==> config.mk <==
export PLATFORM = sky130hd
export DESIGN_NAME = fpmul_result_logger_flat
export DESIGN_NICKNAME = d
export VERILOG_FILES = /design/src/rtl/fpmul_log_pkg.sv /design/src/rtl/fpmul_result_logger_if.sv /design/src/rtl/fpmul_log_fifo.sv /design/src/rtl/fpmul_result_logger.sv /design/src/flat_wrapper.sv
export SDC_FILE = /design/constraint.sdc
export NUM_CORES = 1
export LEC_CHECK = 0
export ABC_AREA = 0
export CAP_MARGIN = 10
export CORE_ASPECT_RATIO = 1.75
export CORE_MARGIN = 10
export CORE_UTILIZATION = 61
export DETAILED_ROUTE_END_ITERATION = 8
export PLACE_DENSITY = 0.89
export SKIP_LAST_GASP = 1
export SYNTH_ARGS = -nofsm -noshare
export SYNTH_HDL_FRONTEND = slang
export SYNTH_SLANG_ARGS = --single-unit
==> constraint.sdc <==
create_clock -name clk -period 11.7 [get_ports clk]
set_input_delay 1.17 -clock clk [delete_from_list [all_inputs] [get_ports clk]]
set_output_delay 1.17 -clock clk [all_outputs]
set_load 0.03 [all_outputs]
==> src/rtl/fpmul_log_pkg.sv <==
// Shared types and constants for the fpmul result logger.
//
// Contents:
//   WORD_W      - width of one streamed record word (32)
//   REC_WORDS   - words per streamed record (4, or 5 with the timestamp word)
//   rec_t       - one aligned record {a, b, c, omu[, ts]}
//   REC_W       - packed width of rec_t, used to size the record FIFO
//   ser_state_t - serializer state encoding
//
// Optional feature macro: FPMUL_LOG_TIMESTAMP_EN adds the issue timestamp
// to each record and the W4 serializer state.
package fpmul_log_pkg;

  localparam int WORD_W = 32;

`ifdef FPMUL_LOG_TIMESTAMP_EN
  localparam int REC_WORDS = 5;

  typedef struct packed {
    logic [WORD_W-1:0] a;
    logic [WORD_W-1:0] b;
    logic [WORD_W-1:0] c;
    logic              omu;
    logic [WORD_W-1:0] ts;
  } rec_t;

  typedef enum logic [2:0] {
    ST_IDLE = 3'd0,
    ST_W0   = 3'd1,
    ST_W1   = 3'd2,
    ST_W2   = 3'd3,
    ST_W3   = 3'd4,
    ST_W4   = 3'd5
  } ser_state_t;
`else
  localparam int REC_WORDS = 4;

  typedef struct packed {
    logic [WORD_W-1:0] a;
    logic [WORD_W-1:0] b;
    logic [WORD_W-1:0] c;
    logic              omu;
  } rec_t;

  typedef enum logic [2:0] {
    ST_IDLE = 3'd0,
    ST_W0   = 3'd1,
    ST_W1   = 3'd2,
    ST_W2   = 3'd3,
    ST_W3   = 3'd4
  } ser_state_t;
`endif

  localparam int REC_W = $bits(rec_t);

endpackage

==> src/rtl/fpmul_result_logger_if.sv <==
// Record word stream between the fpmul result logger and its consumer.
//
// Signals:
//   out_valid - out_data holds a valid word
//   out_ready - consumer accepts the word when out_valid & out_ready
//   out_data  - current record word
//   out_last  - marks the final word of a record
//
// Modports: master (logger side), slave (consumer side).
interface fpmul_result_logger_if;
  import fpmul_log_pkg::*;

  logic              out_valid;
  logic              out_ready;
  logic [WORD_W-1:0] out_data;
  logic              out_last;

  modport master (
    output out_valid,
    output out_data,
    output out_last,
    input  out_ready
  );

  modport slave (
    input  out_valid,
    input  out_data,
    input  out_last,
    output out_ready
  );

endinterface

==> src/rtl/fpmul_log_fifo.sv <==
// Synchronous single-clock record FIFO for the fpmul result logger.
//
// Ports:
//   clk, rst  - clock, synchronous active-high reset (pointers/count only)
//   push      - write request with push_data
//   pop       - remove the head entry (ignored when empty)
//   pop_data  - head entry, valid whenever empty=0
//   full      - count == DEPTH
//   empty     - count == 0
//   count     - entries currently stored
//
// A push while full is still accepted when the head is popped in the same
// cycle; otherwise a push while full is ignored and the entry is lost.
// DEPTH must be a power of 2 (>= 2) so the pointers wrap naturally.
module fpmul_log_fifo #(
  parameter int WIDTH = 32,
  parameter int DEPTH = 16
) (
  input  logic                   clk,
  input  logic                   rst,
  input  logic                   push,
  input  logic [WIDTH-1:0]       push_data,
  input  logic                   pop,
  output logic [WIDTH-1:0]       pop_data,
  output logic                   full,
  output logic                   empty,
  output logic [$clog2(DEPTH):0] count
);

  localparam int AW = $clog2(DEPTH);
  localparam logic [AW:0] FULL_CNT = (AW+1)'(DEPTH);

  logic [WIDTH-1:0] mem [DEPTH];
  logic [AW-1:0]    wr_ptr;
  logic [AW-1:0]    rd_ptr;
  logic [AW:0]      count_q;
  logic             pop_fire;
  logic             push_fire;

  assign full      = (count_q == FULL_CNT);
  assign empty     = (count_q == '0);
  assign pop_fire  = pop & ~empty;
  // Popping frees the slot the incoming entry needs, even when full.
  assign push_fire = push & (~full | pop_fire);

  always_ff @(posedge clk) begin
    if (rst) begin
      wr_ptr  <= '0;
      rd_ptr  <= '0;
      count_q <= '0;
    end else begin
      if (push_fire) wr_ptr <= wr_ptr + 1'b1;
      if (pop_fire)  rd_ptr <= rd_ptr + 1'b1;
      case ({push_fire, pop_fire})
        2'b10:   count_q <= count_q + 1'b1;
        2'b01:   count_q <= count_q - 1'b1;
        default: count_q <= count_q;
      endcase
    end
  end

  always_ff @(posedge clk) begin
    if (push_fire) mem[wr_ptr] <= push_data;
  end

  assign pop_data = mem[rd_ptr];
  assign count    = count_q;

endmodule

==> src/rtl/fpmul_result_logger.sv <==
// fpmul result logger: taps the fpmul operands and results, pairs each
// issued operand pair with the result emerging LATENCY cycles later,
// buffers the records and streams them out as 32-bit words.
//
// Ports:
//   clk, rst      - clock, synchronous active-high reset
//   in_valid      - operand pair on in_a/in_b issued to fpmul this cycle
//   in_a, in_b    - fpmul operands (IEEE-754 single)
//   res_c         - fpmul result c
//   res_omu       - fpmul over_mul_under flag
//   rec_out       - record word stream (master side of the stream interface)
//   fifo_count    - records currently buffered
//   drop_cnt      - records lost to a full FIFO, saturating at 0xFFFF
//   overflow      - sticky, set on the first dropped record
//
// Word order per record: a, b, c, {31'b0, omu}[, issue timestamp].
// Optional feature macro: FPMUL_LOG_TIMESTAMP_EN appends the issue-cycle
// timestamp word; out_last then moves to that word.
module fpmul_result_logger
  import fpmul_log_pkg::*;
#(
  parameter int LATENCY = 1,
  parameter int DEPTH   = 16
) (
  input  logic                     clk,
  input  logic                     rst,
  input  logic                     in_valid,
  input  logic [WORD_W-1:0]        in_a,
  input  logic [WORD_W-1:0]        in_b,
  input  logic [WORD_W-1:0]        res_c,
  input  logic                     res_omu,
  fpmul_result_logger_if.master    rec_out,
  output logic [$clog2(DEPTH):0]   fifo_count,
  output logic [15:0]              drop_cnt,
  output logic                     overflow
);

  localparam int CNT_W = $clog2(DEPTH) + 1;

  function automatic logic [15:0] sat_inc16(input logic [15:0] v);
    return (v == 16'hFFFF) ? v : v + 16'd1;
  endfunction

  logic [LATENCY-1:0] vld_p;
  logic [WORD_W-1:0]  a_p [LATENCY];
  logic [WORD_W-1:0]  b_p [LATENCY];

  rec_t       rec_in;
  rec_t       head;
  logic       push;
  logic       pop;
  logic       fifo_full;
  logic       fifo_empty;
  logic       drop;
  logic       ready;
  ser_state_t state_q;
  ser_state_t state_d;
  logic [WORD_W-1:0] out_word;
  logic       last_word;

`ifdef FPMUL_LOG_TIMESTAMP_EN
  logic [WORD_W-1:0] ts_cnt;
  logic [WORD_W-1:0] ts_p [LATENCY];

  always_ff @(posedge clk) begin
    if (rst) ts_cnt <= '0;
    else     ts_cnt <= ts_cnt + 1'b1;
  end
`endif

  // ---- Alignment pipe: stage 0 captures the issue, stage LATENCY-1 meets the result
  always_ff @(posedge clk) begin
    if (rst) begin
      vld_p <= '0;
    end else begin
      vld_p[0] <= in_valid;
      for (int i = 1; i < LATENCY; i++) vld_p[i] <= vld_p[i-1];
    end
  end

  always_ff @(posedge clk) begin
    a_p[0] <= in_a;
    b_p[0] <= in_b;
`ifdef FPMUL_LOG_TIMESTAMP_EN
    ts_p[0] <= ts_cnt;
`endif
    for (int i = 1; i < LATENCY; i++) begin
      a_p[i] <= a_p[i-1];
      b_p[i] <= b_p[i-1];
`ifdef FPMUL_LOG_TIMESTAMP_EN
      ts_p[i] <= ts_p[i-1];
`endif
    end
  end

  // ---- Record assembly and push/drop decision
  always_comb begin
    rec_in     = '0;
    rec_in.a   = a_p[LATENCY-1];
    rec_in.b   = b_p[LATENCY-1];
    rec_in.c   = res_c;
    rec_in.omu = res_omu;
`ifdef FPMUL_LOG_TIMESTAMP_EN
    rec_in.ts  = ts_p[LATENCY-1];
`endif
  end

  assign push = vld_p[LATENCY-1];
  // pop is only raised in the final word state, where the FIFO is non-empty.
  assign drop = push & fifo_full & ~pop;

  fpmul_log_fifo #(
    .WIDTH (REC_W),
    .DEPTH (DEPTH)
  ) u_fifo (
    .clk       (clk),
    .rst       (rst),
    .push      (push),
    .push_data (rec_in),
    .pop       (pop),
    .pop_data  (head),
    .full      (fifo_full),
    .empty     (fifo_empty),
    .count     (fifo_count)
  );

  always_ff @(posedge clk) begin
    if (rst) begin
      drop_cnt <= '0;
      overflow <= 1'b0;
    end else if (drop) begin
      drop_cnt <= sat_inc16(drop_cnt);
      overflow <= 1'b1;
    end
  end

  // ---- Serializer: one word per accepted handshake, head popped on the last word
  assign ready = rec_out.out_ready;

  always_ff @(posedge clk) begin
    if (rst) state_q <= ST_IDLE;
    else     state_q <= state_d;
  end

  always_comb begin
    state_d   = state_q;
    out_word  = '0;
    last_word = 1'b0;
    pop       = 1'b0;
    case (state_q)
      ST_IDLE: begin
        if (!fifo_empty) state_d = ST_W0;
      end
      ST_W0: begin
        out_word = head.a;
        if (ready) state_d = ST_W1;
      end
      ST_W1: begin
        out_word = head.b;
        if (ready) state_d = ST_W2;
      end
      ST_W2: begin
        out_word = head.c;
        if (ready) state_d = ST_W3;
      end
      ST_W3: begin
        out_word = {{(WORD_W-1){1'b0}}, head.omu};
`ifdef FPMUL_LOG_TIMESTAMP_EN
        if (ready) state_d = ST_W4;
      end
      ST_W4: begin
        out_word = head.ts;
`endif
        last_word = 1'b1;
      end
      default: state_d = ST_IDLE;
    endcase
    // The head is still counted here, so >1 means another record follows.
    if (last_word && ready) begin
      pop     = 1'b1;
      state_d = (fifo_count > CNT_W'(1)) ? ST_W0 : ST_IDLE;
    end
  end

  assign rec_out.out_valid = (state_q != ST_IDLE);
  assign rec_out.out_data  = out_word;
  assign rec_out.out_last  = last_word;

endmodule

==> src/flat_wrapper.sv <==
// flat-port wrapper written by rule: the top's interface ports become plain ports
module fpmul_result_logger_flat import fpmul_log_pkg::*;
#(
  parameter int LATENCY = 1,
  parameter int DEPTH   = 16
)
  (clk, rst, in_valid, in_a, in_b, res_c, res_omu, fifo_count, drop_cnt, overflow, rec_out_out_valid, rec_out_out_data, rec_out_out_last, rec_out_out_ready);
  fpmul_result_logger_if rec_out_i ();
  input  logic clk;
  input  logic rst;
  input  logic in_valid;
  input  logic [WORD_W-1:0] in_a;
  input  logic [WORD_W-1:0] in_b;
  input  logic [WORD_W-1:0] res_c;
  input  logic res_omu;
  output logic [$clog2(DEPTH):0] fifo_count;
  output logic [15:0] drop_cnt;
  output logic overflow;
  output wire logic [$bits(rec_out_i.out_valid)-1:0] rec_out_out_valid;
  output wire logic [$bits(rec_out_i.out_data)-1:0] rec_out_out_data;
  output wire logic [$bits(rec_out_i.out_last)-1:0] rec_out_out_last;
  input wire logic [$bits(rec_out_i.out_ready)-1:0] rec_out_out_ready;
  assign rec_out_out_valid = rec_out_i.out_valid;
  assign rec_out_out_data = rec_out_i.out_data;
  assign rec_out_out_last = rec_out_i.out_last;
  assign rec_out_i.out_ready = rec_out_out_ready;
  fpmul_result_logger #(.LATENCY(LATENCY), .DEPTH(DEPTH)) u_core (.clk(clk), .rst(rst), .in_valid(in_valid), .in_a(in_a), .in_b(in_b), .res_c(res_c), .res_omu(res_omu), .rec_out(rec_out_i), .fifo_count(fifo_count), .drop_cnt(drop_cnt), .overflow(overflow));
endmodule
==> run metrics <==
Die H 443 µm; Synth Flop Type edfxtp_1; clk buf depth 3; # IOs 157; nets 3156; Syn Inst Count 2851; top cells by instance count after synthesis edfxtp_1 (1552), mux4_2 (329), mux2i_1 (249); worst hold path type flop to flop; Worst-path clk slew 70 ps; gr ovfl total 0; status complete, no violations; via/cell ratio 7.30; CP max FO 124; clock period minus worst slack 6750 ps; FFs w/ async S/R, synth 0; first-pass iteration count of the detailed router 6; CP Data Required Time 10530 ps; Net Count, Synth 2962; num rows 155; gr usage total 0.296; Critical Path Sink rec_out_out_data[22]; post-synthesis sequential area ratio 0.778; syn avg cell area 21.9 µm²; # resized after CTS 0; hold_buf cts 0; worst setup margin 4950 ps; Clock Skew 25.1 ps; Num CTS Buffers 138; DP Worst Slack 5940 ps; antenna violations before repair 18; reg-to-reg slack, setup 7350 ps; final max-slew violation count 0; gpl congestion 0.797; DIE AREA 0.116 mm²; per-cell routed wire length 38.0 µm; CTS tree built; top-area cell type share of the netlist area 0.746; setup violators final 0; drt drc 0; total number of vias 32.8k; area leader, netlist edfxtp_1; DPL Wire Length 82400 µm; Max Fclk 0.148 GHz; clk_lat worst skew 780 ps; #FFs+latches synth 1654; top post-synthesis cells by area edfxtp_1 (75%), mux4_2 (12%), mux2i_1 (4.0%); Setup Total Neg Slack 0 ps; vias in the first global route 33.3k; Setup crit start kind flop; post-synth cell types 58; CTS H-tree lvls 4; share of layout cells above drive strength 1 0.196; CTS sink cnt 1654; Leak 20.9 nW; Post-synth EDFFs 1552; Synth Cell Area 0.0625 mm²; Die Wd 262 µm; Synth-to-Final Area Change 12.0%; synth warn 0; DR iter-0 viols 5345; multi-input logic area 0.0130 mm²; number of fill cells in the layout 5564; most frequent cell after synthesis edfxtp_1; IO buf count 156; Final ANT Viol Nets 0; total routed wirelength 171000 µm; Critical Path AT 5580 ps; CP Capture Type primary output; clk root buf clkbuf_16; first-pass GRT wire length 244000 µm; unrepaired setup endpoints after global routing false; Reg2Reg Launch Point u_core.u_fifo.count[0]; Slew @ Worst Pin 1420 ps; RR Endpoint u_core.u_fifo.mem[2][64]; Initial Util 0.614; Seq. cell area 0.0487 mm²; setup bufs post-CTS 0; final-report hold violation count 0; final period utilization 0.577; Slew HR 0.0552; largest net degree at the start of global routing 147; PD cells 165 mW/mm²; Max VDD drop 0.174 mV; crit path kind flop to primary output; core area 0.102 mm²; Max-cap violations 0; Worst R2R Path Depth 8
routing by layer:
metal | GRT usage | vias to the layer above | part of all wire
met4 | 0.199 | 8 | 0.072
met5 | 0 | - | 0.00036
met2 | 0.472 | 3194 | 0.50
li1 | - | 12300 | -
met1 | 0.356 | 16700 | 0.31
met3 | 0.0706 | 637 | 0.11
through the flow:
step	utilization	power [W]	area [µm²]	std cells	hold slack [ps]
after floorplan	-	0.00679	62500	2851	468
after global placement	0.643	0.00695	65500	4238	434
after detailed placement	0.643	0.00697	65500	4238	477
after CTS	0.687	0.0116	70000	4485	487
after global routing	0.688	0.0118	70000	4495	526
final	0.688	0.0116	70000	4497	484
worst min path at each step:
stage | from | end | cells after the start
after floorplan | u_core.u_fifo.rd_ptr[1] | flop | 2
after global placement | u_core.overflow | u_core.overflow | 2
after detailed placement | u_core.overflow | u_core.overflow | 2
after CTS | u_core.overflow | u_core.overflow | 2
after global routing | u_core.overflow | u_core.overflow | 2
final | u_core.overflow | u_core.overflow | 2
where the power goes:
part | total, W | internal (W) | switching [W]
Combinational | 0.000287 | 0.000102 | 0.000186
Clock | 0.00470 | 0.00257 | 0.00213
Sequential | 0.00657 | 0.00651 | 0.0000658
Total | 0.0116 | 0.00918 | 0.00238
cell type report:
cell class | count | area share
antenna | 11 | 0.000393
clock buffer | 187 | 0.0546
clock inverter | 60 | 0.00917
inverter | 9 | 0.000482
multi-input combinational | 1031 | 0.186
sequential | 1654 | 0.695
tap | 1334 | 0.0238
timing repair buffer | 211 | 0.0303
registers in the layout, summed over array words and instances, names as in the netlist, named ones only:
| name | flops |
|---|---|
| u_core.u_fifo.count | 5 |
| u_core.overflow | 1 |
| u_core.u_fifo.wr_ptr | 4 |
| u_core.state_q | 3 |
| u_core.u_fifo.rd_ptr | 4 |
| u_core.drop_cnt | 16 |
| u_core.b_p | 32 |
| u_core.a_p | 32 |
| u_core.u_fifo.mem | 1552 |
| u_core.push | 1 |
kinds of logic (layout without fill, tap and decap cells):
| logic type | count (synthesis) | after routing | share of synthesized area |
|---|---|---|---|
| compound gates | 209 | 209 | 0.0244 |
| xor+xnor | 27 | 27 | 0.00378 |
| fa+ha+maj | 10 | 10 | 0.00200 |
| buf+inv | 166 | 467 | 0.0153 |
| flops | 1654 | 1654 | 0.778 |
| mux | 588 | 588 | 0.160 |
| other cells | 0 | 11 | 0 |
| simple gates | 197 | 197 | 0.0161 |
critical path, stage by stage, from the launching register on:
cell and delay [ps]:
dfxtp_4 540, buf_12 690, buf_4 990, mux4_2 650, mux2i_1 230, o22ai_1 150, a311oi_1 460, o21ai_0 170
clkdlybuf4s50_1 650
layout by cell type (no fill, tap or decap), drive strengths merged, types with 4 or more instances in the layout:
cell type and count:
edfxtp 1552, mux4 329, mux2i 249, clkbuf 187, clkdlybuf4s50 156, dfxtp 102, nor2 63, o22ai 58
buf 55, a22oi 38, a221oi 36, nand2 35, clkinv 35, a21oi 21, xnor2 21, nand3 20
inv 16, or3 15, nor3 15, o21ai 14, bufinv 12, diode 11, o2111ai 11, mux2 10
ha 10, nand2b 8, nand4 7, xor2 6, a211oi 6, clkinvlp 6, nor3b 5, o211ai 5
or4 5, a2111oi 5, o32ai 4
(Power assumes the default switching activity.)
